[src/rtl/lc3b_types_pkg.sv]
// Shared LC-3b memory-system types: cache-line widths and the CPU-side
// wishbone port identifiers used by the interconnect.
package lc3b_types;

    localparam int WB_DATA_W = 128;
    localparam int WB_ADR_W  = 12;
    localparam int WB_SEL_W  = 16;

    typedef logic [WB_DATA_W-1:0] lc3b_line;
    typedef logic [WB_ADR_W-1:0]  lc3b_line_adr;
    typedef logic [WB_SEL_W-1:0]  lc3b_line_sel;

    typedef enum logic {
        PORT_INSTRUCTION = 1'b0,
        PORT_DATA        = 1'b1
    } lc3b_wb_port;

endpackage

[src/rtl/wishbone.sv]
// Line-granular wishbone bundle. ADR is a 16-byte line address, SEL is a
// per-byte enable across the line.
interface wishbone;

    logic                   CYC;
    logic                   STB;
    logic                   WE;
    lc3b_types::lc3b_line_adr ADR;
    lc3b_types::lc3b_line_sel SEL;
    lc3b_types::lc3b_line   DAT_M;
    lc3b_types::lc3b_line   DAT_S;
    logic                   ACK;
    logic                   RTY;

    modport master (
        output CYC, STB, WE, ADR, SEL, DAT_M,
        input  DAT_S, ACK, RTY
    );

    modport slave (
        input  CYC, STB, WE, ADR, SEL, DAT_M,
        output DAT_S, ACK, RTY
    );

endinterface

[src/rtl/wishbone_arbiter.sv]
// Two-master round-robin arbiter joining the CPU fetch and load/store
// wishbone ports onto the single physical memory port. Requests are passed
// through unbuffered; one idle turnaround cycle separates transfers.
//
// state   | meaning
// --------+-------------------------------------------------------------
// IDLE    | memory port quiet; arbitrate any pending requests
// GRANT_I | instruction port owns the memory bus until ACK/RTY or abort
// GRANT_D | data port owns the memory bus until ACK/RTY or abort
module wishbone_arbiter
    import lc3b_types::*;
(
    input  logic   clk,
    input  logic   rst,
    wishbone.slave  instruction_wishbone,
    wishbone.slave  data_wishbone,
    wishbone.master memory_wishbone
);

    typedef enum logic [1:0] {
        IDLE    = 2'd0,
        GRANT_I = 2'd1,
        GRANT_D = 2'd2
    } state_t;

    state_t      state;
    state_t      state_next;
    lc3b_wb_port last_grant;
    logic        req_i;
    logic        req_d;

    // State register; last_grant remembers who was served on each new grant.
    always_ff @(posedge clk) begin
        if (rst) begin
            state      <= IDLE;
            last_grant <= PORT_INSTRUCTION;
        end else begin
            state <= state_next;
            if (state == IDLE && state_next == GRANT_I) begin
                last_grant <= PORT_INSTRUCTION;
            end else if (state == IDLE && state_next == GRANT_D) begin
                last_grant <= PORT_DATA;
            end
        end
    end

    // Arbitration, next-state and combinational bus routing.
    always_comb begin
        state_next = state;
        req_i      = instruction_wishbone.CYC & instruction_wishbone.STB;
        req_d      = data_wishbone.CYC & data_wishbone.STB;

        memory_wishbone.CYC   = 1'b0;
        memory_wishbone.STB   = 1'b0;
        memory_wishbone.WE    = 1'b0;
        memory_wishbone.ADR   = '0;
        memory_wishbone.SEL   = '0;
        memory_wishbone.DAT_M = '0;

        // Read data fans out to both ports; only ACK/RTY qualify it.
        instruction_wishbone.DAT_S = memory_wishbone.DAT_S;
        instruction_wishbone.ACK   = 1'b0;
        instruction_wishbone.RTY   = 1'b0;
        data_wishbone.DAT_S        = memory_wishbone.DAT_S;
        data_wishbone.ACK          = 1'b0;
        data_wishbone.RTY          = 1'b0;

        case (state)
            IDLE: begin
                if (req_i && req_d) begin
                    state_next = (last_grant == PORT_INSTRUCTION) ? GRANT_D : GRANT_I;
                end else if (req_i) begin
                    state_next = GRANT_I;
                end else if (req_d) begin
                    state_next = GRANT_D;
                end
            end

            GRANT_I: begin
                memory_wishbone.CYC      = instruction_wishbone.CYC;
                memory_wishbone.STB      = instruction_wishbone.STB;
                memory_wishbone.WE       = instruction_wishbone.WE;
                memory_wishbone.ADR      = instruction_wishbone.ADR;
                memory_wishbone.SEL      = instruction_wishbone.SEL;
                memory_wishbone.DAT_M    = instruction_wishbone.DAT_M;
                instruction_wishbone.ACK = memory_wishbone.ACK;
                instruction_wishbone.RTY = memory_wishbone.RTY;
                // Dropping CYC without a response is treated as an abort.
                if (memory_wishbone.ACK || memory_wishbone.RTY || !instruction_wishbone.CYC) begin
                    state_next = IDLE;
                end
            end

            GRANT_D: begin
                memory_wishbone.CYC   = data_wishbone.CYC;
                memory_wishbone.STB   = data_wishbone.STB;
                memory_wishbone.WE    = data_wishbone.WE;
                memory_wishbone.ADR   = data_wishbone.ADR;
                memory_wishbone.SEL   = data_wishbone.SEL;
                memory_wishbone.DAT_M = data_wishbone.DAT_M;
                data_wishbone.ACK     = memory_wishbone.ACK;
                data_wishbone.RTY     = memory_wishbone.RTY;
                if (memory_wishbone.ACK || memory_wishbone.RTY || !data_wishbone.CYC) begin
                    state_next = IDLE;
                end
            end

            default: begin
                state_next = IDLE;
            end
        endcase

        // Reset kills an in-flight cycle immediately, before the state
        // register has had a chance to return to IDLE.
        if (rst) begin
            memory_wishbone.CYC      = 1'b0;
            memory_wishbone.STB      = 1'b0;
            instruction_wishbone.ACK = 1'b0;
            instruction_wishbone.RTY = 1'b0;
            data_wishbone.ACK        = 1'b0;
            data_wishbone.RTY        = 1'b0;
        end
    end

endmodule

[src/flat_wrapper.sv]
// flat-port wrapper written by rule: the top's interface ports become plain ports
module wishbone_arbiter_flat import lc3b_types::*;
  (clk, rst, instruction_wishbone_CYC, instruction_wishbone_STB, instruction_wishbone_WE, instruction_wishbone_ADR, instruction_wishbone_SEL, instruction_wishbone_DAT_M, instruction_wishbone_DAT_S, instruction_wishbone_ACK, instruction_wishbone_RTY, data_wishbone_CYC, data_wishbone_STB, data_wishbone_WE, data_wishbone_ADR, data_wishbone_SEL, data_wishbone_DAT_M, data_wishbone_DAT_S, data_wishbone_ACK, data_wishbone_RTY, memory_wishbone_CYC, memory_wishbone_STB, memory_wishbone_WE, memory_wishbone_ADR, memory_wishbone_SEL, memory_wishbone_DAT_M, memory_wishbone_DAT_S, memory_wishbone_ACK, memory_wishbone_RTY);
  wishbone instruction_wishbone_i ();
  wishbone data_wishbone_i ();
  wishbone memory_wishbone_i ();
  input  logic clk;
  input  logic rst;
  input wire logic [$bits(instruction_wishbone_i.CYC)-1:0] instruction_wishbone_CYC;
  input wire logic [$bits(instruction_wishbone_i.STB)-1:0] instruction_wishbone_STB;
  input wire logic [$bits(instruction_wishbone_i.WE)-1:0] instruction_wishbone_WE;
  input wire logic [$bits(instruction_wishbone_i.ADR)-1:0] instruction_wishbone_ADR;
  input wire logic [$bits(instruction_wishbone_i.SEL)-1:0] instruction_wishbone_SEL;
  input wire logic [$bits(instruction_wishbone_i.DAT_M)-1:0] instruction_wishbone_DAT_M;
  output wire logic [$bits(instruction_wishbone_i.DAT_S)-1:0] instruction_wishbone_DAT_S;
  output wire logic [$bits(instruction_wishbone_i.ACK)-1:0] instruction_wishbone_ACK;
  output wire logic [$bits(instruction_wishbone_i.RTY)-1:0] instruction_wishbone_RTY;
  input wire logic [$bits(data_wishbone_i.CYC)-1:0] data_wishbone_CYC;
  input wire logic [$bits(data_wishbone_i.STB)-1:0] data_wishbone_STB;
  input wire logic [$bits(data_wishbone_i.WE)-1:0] data_wishbone_WE;
  input wire logic [$bits(data_wishbone_i.ADR)-1:0] data_wishbone_ADR;
  input wire logic [$bits(data_wishbone_i.SEL)-1:0] data_wishbone_SEL;
  input wire logic [$bits(data_wishbone_i.DAT_M)-1:0] data_wishbone_DAT_M;
  output wire logic [$bits(data_wishbone_i.DAT_S)-1:0] data_wishbone_DAT_S;
  output wire logic [$bits(data_wishbone_i.ACK)-1:0] data_wishbone_ACK;
  output wire logic [$bits(data_wishbone_i.RTY)-1:0] data_wishbone_RTY;
  output wire logic [$bits(memory_wishbone_i.CYC)-1:0] memory_wishbone_CYC;
  output wire logic [$bits(memory_wishbone_i.STB)-1:0] memory_wishbone_STB;
  output wire logic [$bits(memory_wishbone_i.WE)-1:0] memory_wishbone_WE;
  output wire logic [$bits(memory_wishbone_i.ADR)-1:0] memory_wishbone_ADR;
  output wire logic [$bits(memory_wishbone_i.SEL)-1:0] memory_wishbone_SEL;
  output wire logic [$bits(memory_wishbone_i.DAT_M)-1:0] memory_wishbone_DAT_M;
  input wire logic [$bits(memory_wishbone_i.DAT_S)-1:0] memory_wishbone_DAT_S;
  input wire logic [$bits(memory_wishbone_i.ACK)-1:0] memory_wishbone_ACK;
  input wire logic [$bits(memory_wishbone_i.RTY)-1:0] memory_wishbone_RTY;
  assign instruction_wishbone_i.CYC = instruction_wishbone_CYC;
  assign instruction_wishbone_i.STB = instruction_wishbone_STB;
  assign instruction_wishbone_i.WE = instruction_wishbone_WE;
  assign instruction_wishbone_i.ADR = instruction_wishbone_ADR;
  assign instruction_wishbone_i.SEL = instruction_wishbone_SEL;
  assign instruction_wishbone_i.DAT_M = instruction_wishbone_DAT_M;
  assign instruction_wishbone_DAT_S = instruction_wishbone_i.DAT_S;
  assign instruction_wishbone_ACK = instruction_wishbone_i.ACK;
  assign instruction_wishbone_RTY = instruction_wishbone_i.RTY;
  assign data_wishbone_i.CYC = data_wishbone_CYC;
  assign data_wishbone_i.STB = data_wishbone_STB;
  assign data_wishbone_i.WE = data_wishbone_WE;
  assign data_wishbone_i.ADR = data_wishbone_ADR;
  assign data_wishbone_i.SEL = data_wishbone_SEL;
  assign data_wishbone_i.DAT_M = data_wishbone_DAT_M;
  assign data_wishbone_DAT_S = data_wishbone_i.DAT_S;
  assign data_wishbone_ACK = data_wishbone_i.ACK;
  assign data_wishbone_RTY = data_wishbone_i.RTY;
  assign memory_wishbone_CYC = memory_wishbone_i.CYC;
  assign memory_wishbone_STB = memory_wishbone_i.STB;
  assign memory_wishbone_WE = memory_wishbone_i.WE;
  assign memory_wishbone_ADR = memory_wishbone_i.ADR;
  assign memory_wishbone_SEL = memory_wishbone_i.SEL;
  assign memory_wishbone_DAT_M = memory_wishbone_i.DAT_M;
  assign memory_wishbone_i.DAT_S = memory_wishbone_DAT_S;
  assign memory_wishbone_i.ACK = memory_wishbone_ACK;
  assign memory_wishbone_i.RTY = memory_wishbone_RTY;
  wishbone_arbiter u_core (.clk(clk), .rst(rst), .instruction_wishbone(instruction_wishbone_i), .data_wishbone(data_wishbone_i), .memory_wishbone(memory_wishbone_i));
endmodule
[config.mk]
export PLATFORM = sky130hd
export DESIGN_NAME = wishbone_arbiter_flat
export DESIGN_NICKNAME = d
export VERILOG_FILES = /design/src/rtl/lc3b_types_pkg.sv /design/src/rtl/wishbone.sv /design/src/rtl/wishbone_arbiter.sv /design/src/flat_wrapper.sv
export SDC_FILE = /design/constraint.sdc
export NUM_CORES = 1
export LEC_CHECK = 0
export CELL_PAD_IN_SITES_DETAIL_PLACEMENT = 0
export CELL_PAD_IN_SITES_GLOBAL_PLACEMENT = 1
export CORE_AREA = 2 2 343 345
export CTS_CLUSTER_DIAMETER = 50
export DETAILED_ROUTE_END_ITERATION = 10
export DIE_AREA = 0 0 345 347
export PLACE_DENSITY = 0.34
export SETUP_SLACK_MARGIN = 0.5
export SYNTH_ARGS = -nofsm -noshare
export SYNTH_HDL_FRONTEND = slang
export SYNTH_SLANG_ARGS = --single-unit
[constraint.sdc]
create_clock -name clk -period 2.26 [get_ports clk]
set_input_delay 0.339 -clock clk [delete_from_list [all_inputs] [get_ports clk]]
set_output_delay 0.339 -clock clk [all_outputs]
set_load 0.01 [all_outputs]
==> results.json, run 1 <==
{
  "cp_max_fo": 6,
  "synth-edff-count": 0,
  "synth_nets": 1115,
  "fmax_ghz": 0.429,
  "multi_input_area_um2": 3880,
  "power.density_nw_per_um2": 254,
  "grt_usage": 0.102,
  "arrival_ns": 1.99,
  "numCtsBuffers": 3,
  "syn-instance-count": 661,
  "rows": 125,
  "rsz0062_at_grt": "yes",
  "clk_pin_slew_ns": 0.03,
  "hold_path_depth": 2,
  "die_area_um2": 120000,
  "reg2reg_to": "u_core.last_grant",
  "hold_class": "in -> reg",
  "async_reset_ff_frac": 0,
  "slew_viol_final": 0,
  "hold_path_end": "u_core.state[0]",
  "wl_mm": 64.7,
  "synthTopCellsByArea": "buf_4 42%, a22oi_1 26%, nor2b_1 21%, buf_2 2.2%, clkbuf_1 2.1%",
  "core_um2": 116000,
  "hpwl_mm": 52.3,
  "ys_warn_count": 0,
  "crit_path_end_kind": "output pin",
  "synthDistinctLibCells": 27,
  "cp_num_buf_inv": 6,
  "ys_seq_area_frac": 0.0130,
  "ys.flop_type": "dfxtp_1",
  "grt_pass1_wl_mm": 80.8,
  "drv_cap": 0,
  "dr.first_iter.drc_count": 233,
  "switchingPower_mw": 1.39,
  "slowest_delay_ns": 0.36,
  "io_buffers": 484,
  "synth_common_cells": "257 x buf_4, 158 x a22oi_1, 158 x nor2b_1",
  "reg2regPathDepth": 10,
  "gr-total-overflow": 0,
  "viasPerCell": 2.53,
  "ir_drop_mv": 0.174,
  "seqCellArea_um2": 67.6,
  "antenna_found_initial": 10,
  "grt_max_degree": 28,
  "die_w_um": 345,
  "sequentialPowerShare": 0.018,
  "rrSetupSlack_ns": 0.16,
  "critPathRequiredTime_ns": 1.92,
  "fin_skew_ns": 0.00181,
  "drive_gt1_frac": 0.622,
  "cts.path.max_buffers": 2,
  "setup_viol": 15,
  "start_kind": "flip-flop",
  "grt_pass1_vias": 7282,
  "postCtsHoldBufs": 0,
  "cp_slowest_cell": "dfxtp_4",
  "io_pins": 869,
  "fin_util": 0.125,
  "hold_ws_ns": 0.462,
  "fin_crit_ns": 2.33,
  "gp_congestion": 0.763,
  "cts.sinks": 3,
  "syn_area_um2": 4630,
  "die_h_um": 347,
  "switching_share": 0.377,
  "root_buffer": "clkbuf_16",
  "final_nets": 1494,
  "yosysMostFrequentCell": "buf_4",
  "fillers": 13200,
  "status": "finished with violations",
  "finalCritPeriodShare": 1.03,
  "intPower_mw": 2.29,
  "ys_seq_elements": 3,
  "wire_per_inst_um": 25.2,
  "fin_ws_ns": -0.0699,
  "ant_nets": 0,
  "tightest_slew_ns": 0.420,
  "crit_chain": "inv_6 -> ha_4 -> buf_12 -> buf_16 -> buf_8 -> a22oi_2 -> buf_4 -> nor2b_4 -> buf_6",
  "syn_avg_cell_area_um2": 7.01,
  "p_leak_nw": 4.57,
  "firstDrtPassIters": 4,
  "power_frac_comb": 0.906,
  "clk-insertion-delay-late_ns": 0.22,
  "cts_tree": "done",
  "start_util": 0.0400,
  "finalHoldViolations": 0,
  "area_delta_synth_final_pct": 213,
  "worst-setup-path-type": "reg -> out",
  "critPathTopFamily": "buffers and inverters",
  "violations": "negative setup slack",
  "remaining_drc_errors": 0,
  "vias": 6502,
  "max_slew_margin": 0.720,
  "p_clk_frac": 0.076,
  "synth_top_area_share": 0.417,
  "hp-start": "rst",
  "htree_levels": 1,
  "worstReg2RegStart": "u_core.state[0]",
  "yosysTopAreaCell": "buf_4"
}
==> metal layers <==
metal | GRT usage | share of wire | up-vias
met5 | 0 | 0.00063 | -
met4 | 0.0202 | 0.023 | 6
met3 | 0.0302 | 0.077 | 96
met2 | 0.174 | 0.48 | 512
met1 | 0.126 | 0.42 | 3080
li1 | - | - | 2808
==> power groups by stage <==
stage | registers (mW) | clock network [mW] | logic (mW)
6_report | 0.0648 | 0.281 | 3.33
5_1_grt | 0.0657 | 0.296 | 3.53
4_1_cts | 0.0644 | 0.283 | 3.02
3_5_place_dp | 0.0633 | 0 | 2.05
3_3_place_gp | 0.0633 | 0 | 2.04
2_1_floorplan | 0.0628 | 0 | 1.02
==> kinds of logic (layout without fill, tap and decap cells) <==
logic type / Yosys count / in the layout / synth area share
and+or+nand+nor: 177 / 177 / 0.238
DFF: 3 / 3 / 0.0130
buffers and inverters: 312 / 690 / 0.467
other: 0 / 3 / 0
adders and majority gates: 4 / 4 / 0.0108
AOI/OAI and AO/OA: 165 / 165 / 0.271
==> cells in the final DEF, fill, tap and decap left out, types with 3 or more instances in the layout <==
| cell type | count |
|---|---|
| clkbuf_16 | 10 |
| nor2b_4 | 68 |
| buf_8 | 16 |
| buf_6 | 88 |
| buf_12 | 110 |
| clkdlybuf4s50_1 | 320 |
| a22oi_2 | 146 |
| diode_2 | 3 |
| nor2b_2 | 46 |
| ha_4 | 3 |
| buf_4 | 82 |
| and3_4 | 3 |
| nor2b_1 | 44 |
| buf_2 | 22 |
| clkdlybuf4s15_2 | 3 |
| a22oi_1 | 12 |
| buf_16 | 34 |
| nor2_4 | 3 |
==> state kept, by name, indices dropped and copies added (netlist names) <==
name and flops:
u_core.state 2, u_core.last_grant 1
==> worst max-delay path by stage <==
stage,startpoint,depth (start not counted),to,slack (ns)
2_1_floorplan,u_core.state[1],7,memory_wishbone_DAT_M[75],0.49
3_3_place_gp,u_core.state[1],7,memory_wishbone_DAT_M[42],-0.29
3_5_place_dp,u_core.state[1],7,memory_wishbone_DAT_M[41],-0.29
4_1_cts,u_core.state[0],9,memory_wishbone_DAT_M[33],-0.08
5_1_grt,u_core.state[0],8,memory_wishbone_DAT_M[30],-0.12
6_report,u_core.state[0],9,memory_wishbone_DAT_M[33],-0.07
==> final cells by class <==
type	count	area share
repair buffers	683	0.588
multi-input cells	346	0.268
well taps	1524	0.132
clock buffers	4	0.00544
flip-flops and latches	3	0.00467
inverters	3	0.00130
diodes	3	0.000518
==> repair_timing <==
action | in CTS | in global routing
endpoints found under the setup margin | 166 | 166
gates resized for setup | 521 | 211
pin swaps | 63 | 50
buffers inserted | 52 | 32
gates cloned | 28 | 7
==> metrics by stage <==
stage	power [mW]	setup WS, ns	cells	instance area, um2	setup TNS, ns
after global routing	3.89	-0.120	2565	14500	-3.17
after CTS	3.37	-0.0845	2524	13100	-1.38
after detailed placement	2.12	-0.290	2440	10700	-3.83
final	3.68	-0.0699	2566	14500	-0.435
after floorplan	1.08	0.488	661	4630	0
after global placement	2.10	-0.289	2440	10700	-3.24
(Power assumes the default switching activity.)
==> run 2: changes to the inputs <==
--- a/config.mk
+++ b/config.mk
@@ -11,6 +11,7 @@
 export CTS_CLUSTER_DIAMETER = 50
 export DETAILED_ROUTE_END_ITERATION = 10
 export DIE_AREA = 0 0 345 347
+export GPL_TIMING_DRIVEN = 1
 export PLACE_DENSITY = 0.34
 export SETUP_SLACK_MARGIN = 0.5
 export SYNTH_ARGS = -nofsm -noshare
==> results of run 2 <==
No change in the layout: final DEF, timing and power equal those of run 1.
==> run 3: changes to the inputs <==
--- a/config.mk
+++ b/config.mk
@@ -12,7 +12,7 @@
 export DETAILED_ROUTE_END_ITERATION = 10
 export DIE_AREA = 0 0 345 347
 export GPL_TIMING_DRIVEN = 1
-export PLACE_DENSITY = 0.34
+export PLACE_DENSITY_LB_ADDON = 0.05
 export SETUP_SLACK_MARGIN = 0.5
 export SYNTH_ARGS = -nofsm -noshare
 export SYNTH_HDL_FRONTEND = slang
==> constraint.sdc (replaced) <==
create_clock -name clk -period 2.5 [get_ports clk]
set_input_delay 0.375 -clock clk [delete_from_list [all_inputs] [get_ports clk]]
set_output_delay 0.375 -clock clk [all_outputs]
set_load 0.01 [all_outputs]
==> results.json, run 3 (same netlist as run 1, synthesis figures left out) <==
{
  "core_um2": 116000,
  "io_pins": 869,
  "grt_pass1_wl_mm": 54.2,
  "area_delta_synth_final_pct": 156,
  "max_slew_margin": 0.709,
  "start_kind": "flip-flop",
  "vias": 5856,
  "gr-total-overflow": 0,
  "met2WireLength_mm": 22.0,
  "power_frac_comb": 0.879,
  "cts.sinks": 3,
  "setup_viol": 0,
  "die_h_um": 347,
  "finalHoldViolations": 0,
  "sequentialPowerShare": 0.023,
  "firstDrtPassIters": 4,
  "hpwl_mm": 32.9,
  "rsz0062_at_grt": "yes",
  "largest_reg_flops": 2,
  "switchingPower_mw": 0.920,
  "root_buffer": "clkbuf_16",
  "ir_drop_mv": 0.136,
  "postCtsHoldBufs": 0,
  "grt_max_degree": 19,
  "start_util": 0.0400,
  "instances_no_fill": 2494,
  "grt_pass1_vias": 6368,
  "met3WireLength_mm": 4.91,
  "power.density_nw_per_um2": 217,
  "switching_share": 0.357,
  "finalCritPeriodShare": 0.848,
  "layout_commonest_cell": "clkdlybuf4s50_1",
  "final_nets": 1424,
  "slew_viol_final": 0,
  "reg2regPathDepth": 10,
  "fmax_ghz": 0.472,
  "drive_gt1_frac": 0.494,
  "die_area_um2": 120000,
  "antenna_found_initial": 22,
  "fin_crit_ns": 2.12,
  "gp_congestion": 0.642,
  "worstReg2RegStart": "u_core.state[0]",
  "fillers": 13400,
  "hold_class": "reg -> reg",
  "drv_cap": 0,
  "reg2reg_to": "u_core.state[0]",
  "reg.largest.list": "u_core.state: 2 flops, u_core.last_grant: 1 flops",
  "highest_layer": "met5",
  "cts.path.max_buffers": 2,
  "dp_cells": 2420,
  "grt_usage": 0.0646,
  "p_clk_frac": 0.098,
  "hp-start": "u_core.last_grant",
  "fin_setup_tns_ns": 0,
  "ant_nets": 0,
  "wl_mm": 42.5,
  "max_flop_register": "u_core.state",
  "clk-insertion-delay-late_ns": 0.22,
  "clk_pin_slew_ns": 0.03,
  "numCtsBuffers": 3,
  "crit_path_end_kind": "output pin",
  "tightest_slew_ns": 0.435,
  "hold_path_depth": 2,
  "mostFrequentLayoutCells": "321 x clkdlybuf4s50_1, 128 x a22oi_2, 118 x nor2b_1, 85 x buf_2, 56 x buf_6",
  "cts_tree": "done",
  "arrival_ns": 1.74,
  "hold_path_end": "u_core.last_grant",
  "die_w_um": 345,
  "worst-setup-path-type": "reg -> out",
  "rrSetupSlack_ns": 0.43,
  "dr.first_iter.drc_count": 78,
  "p_leak_nw": 3.76,
  "viasPerCell": 2.35,
  "wire_per_inst_um": 17.0,
  "fin_skew_ns": 0.00216,
  "htree_levels": 1,
  "critPathRequiredTime_ns": 2.12,
  "rows": 125,
  "io_buffers": 484,
  "intPower_mw": 1.66,
  "wl_met1_mm": 14.2,
  "remaining_drc_errors": 0,
  "status": "completed",
  "cp_max_fo": 7
}
==> run 3: cell count changes in the layout (fill, tap and decap cells not counted), moves of 16 or more <==
cell / delta
buf_4: -37
a22oi_2: -18
a22oi_1: +18
buf_6: -32
nor2b_2: -37
buf_2: +63
nor2b_4: -37
nor2b_1: +74
clkbuf_2: +16
buf_12: -73
buf_16: -23
==> run 3: per-layer routing <==
layer,up-vias,track usage
li1,2653,-
met2,379,0.121
met4,32,0.0165
met1,2654,0.0603
met3,138,0.0354
met5,-,0
==> run 3: area by class of cell <==
| type | count | area, um2 | share of cell area |
|---|---|---|---|
| well taps | 1524 | 1910 | 0.161 |
| repair buffers | 613 | 6410 | 0.540 |
| flip-flops and latches | 3 | 65.1 | 0.00549 |
| clock buffers | 4 | 78.8 | 0.00665 |
| inverters | 3 | 16.3 | 0.00137 |
| diodes | 1 | 2.50 | 0.000211 |
| multi-input cells | 346 | 3380 | 0.285 |
==> run 3: timing repair <==
action | 4_1_cts | 5_1_grt
setup endpoints to repair | 165 | 163
resized for setup | 696 | 294
buffers inserted | 39 | 12
pin swaps | 32 | 63
gates cloned | 9 | 9
==> run 3: worst max path at each step <==
stage                     depth (start not counted)                   endpoint             from  slack, ns
after floorplan                                   5   memory_wishbone_DAT_M[0]  u_core.state[0]       0.66
after global placement                            7  memory_wishbone_DAT_M[36]  u_core.state[1]       0.06
after detailed placement                          6  memory_wishbone_DAT_M[84]  u_core.state[1]       0.09
after CTS                                         8    memory_wishbone_ADR[10]  u_core.state[0]       0.33
after global routing                              9  memory_wishbone_DAT_M[49]  u_core.state[0]       0.31
final                                             7     memory_wishbone_ADR[6]  u_core.state[1]       0.38
==> run 3: through the flow <==
step | area (um2) | utilization | power (mW) | hold slack, ns | setup WS (ns)
after floorplan | 4630 | - | 0.978 | 0.446 | 0.662
after global placement | 9980 | 0.0862 | 1.74 | 0.608 | 0.0600
after detailed placement | 9980 | 0.0862 | 1.71 | 0.594 | 0.0949
after CTS | 10800 | 0.0936 | 2.31 | 0.599 | 0.331
after global routing | 11900 | 0.102 | 2.76 | 0.637 | 0.307
final | 11900 | 0.102 | 2.58 | 0.610 | 0.380
==> run 3: power groups by stage <==
stage | Clock [mW] | Sequential [mW] | Combinational (mW)
5_1_grt | 0.261 | 0.0599 | 2.44
6_report | 0.253 | 0.0591 | 2.26
3_3_place_gp | 0 | 0.0578 | 1.68
2_1_floorplan | 0 | 0.0567 | 0.921
4_1_cts | 0.257 | 0.0584 | 1.99
3_5_place_dp | 0 | 0.0573 | 1.66
==> run 3: worst max-delay path: stages, from the launching register on <==
cell and delay (ns):
dfxtp_4 0.37, inv_4 0.05, ha_4 0.29, buf_12 0.14, buf_16 0.16, buf_12 0.14
nor2b_1 0.13, clkdlybuf4s15_2 0.23
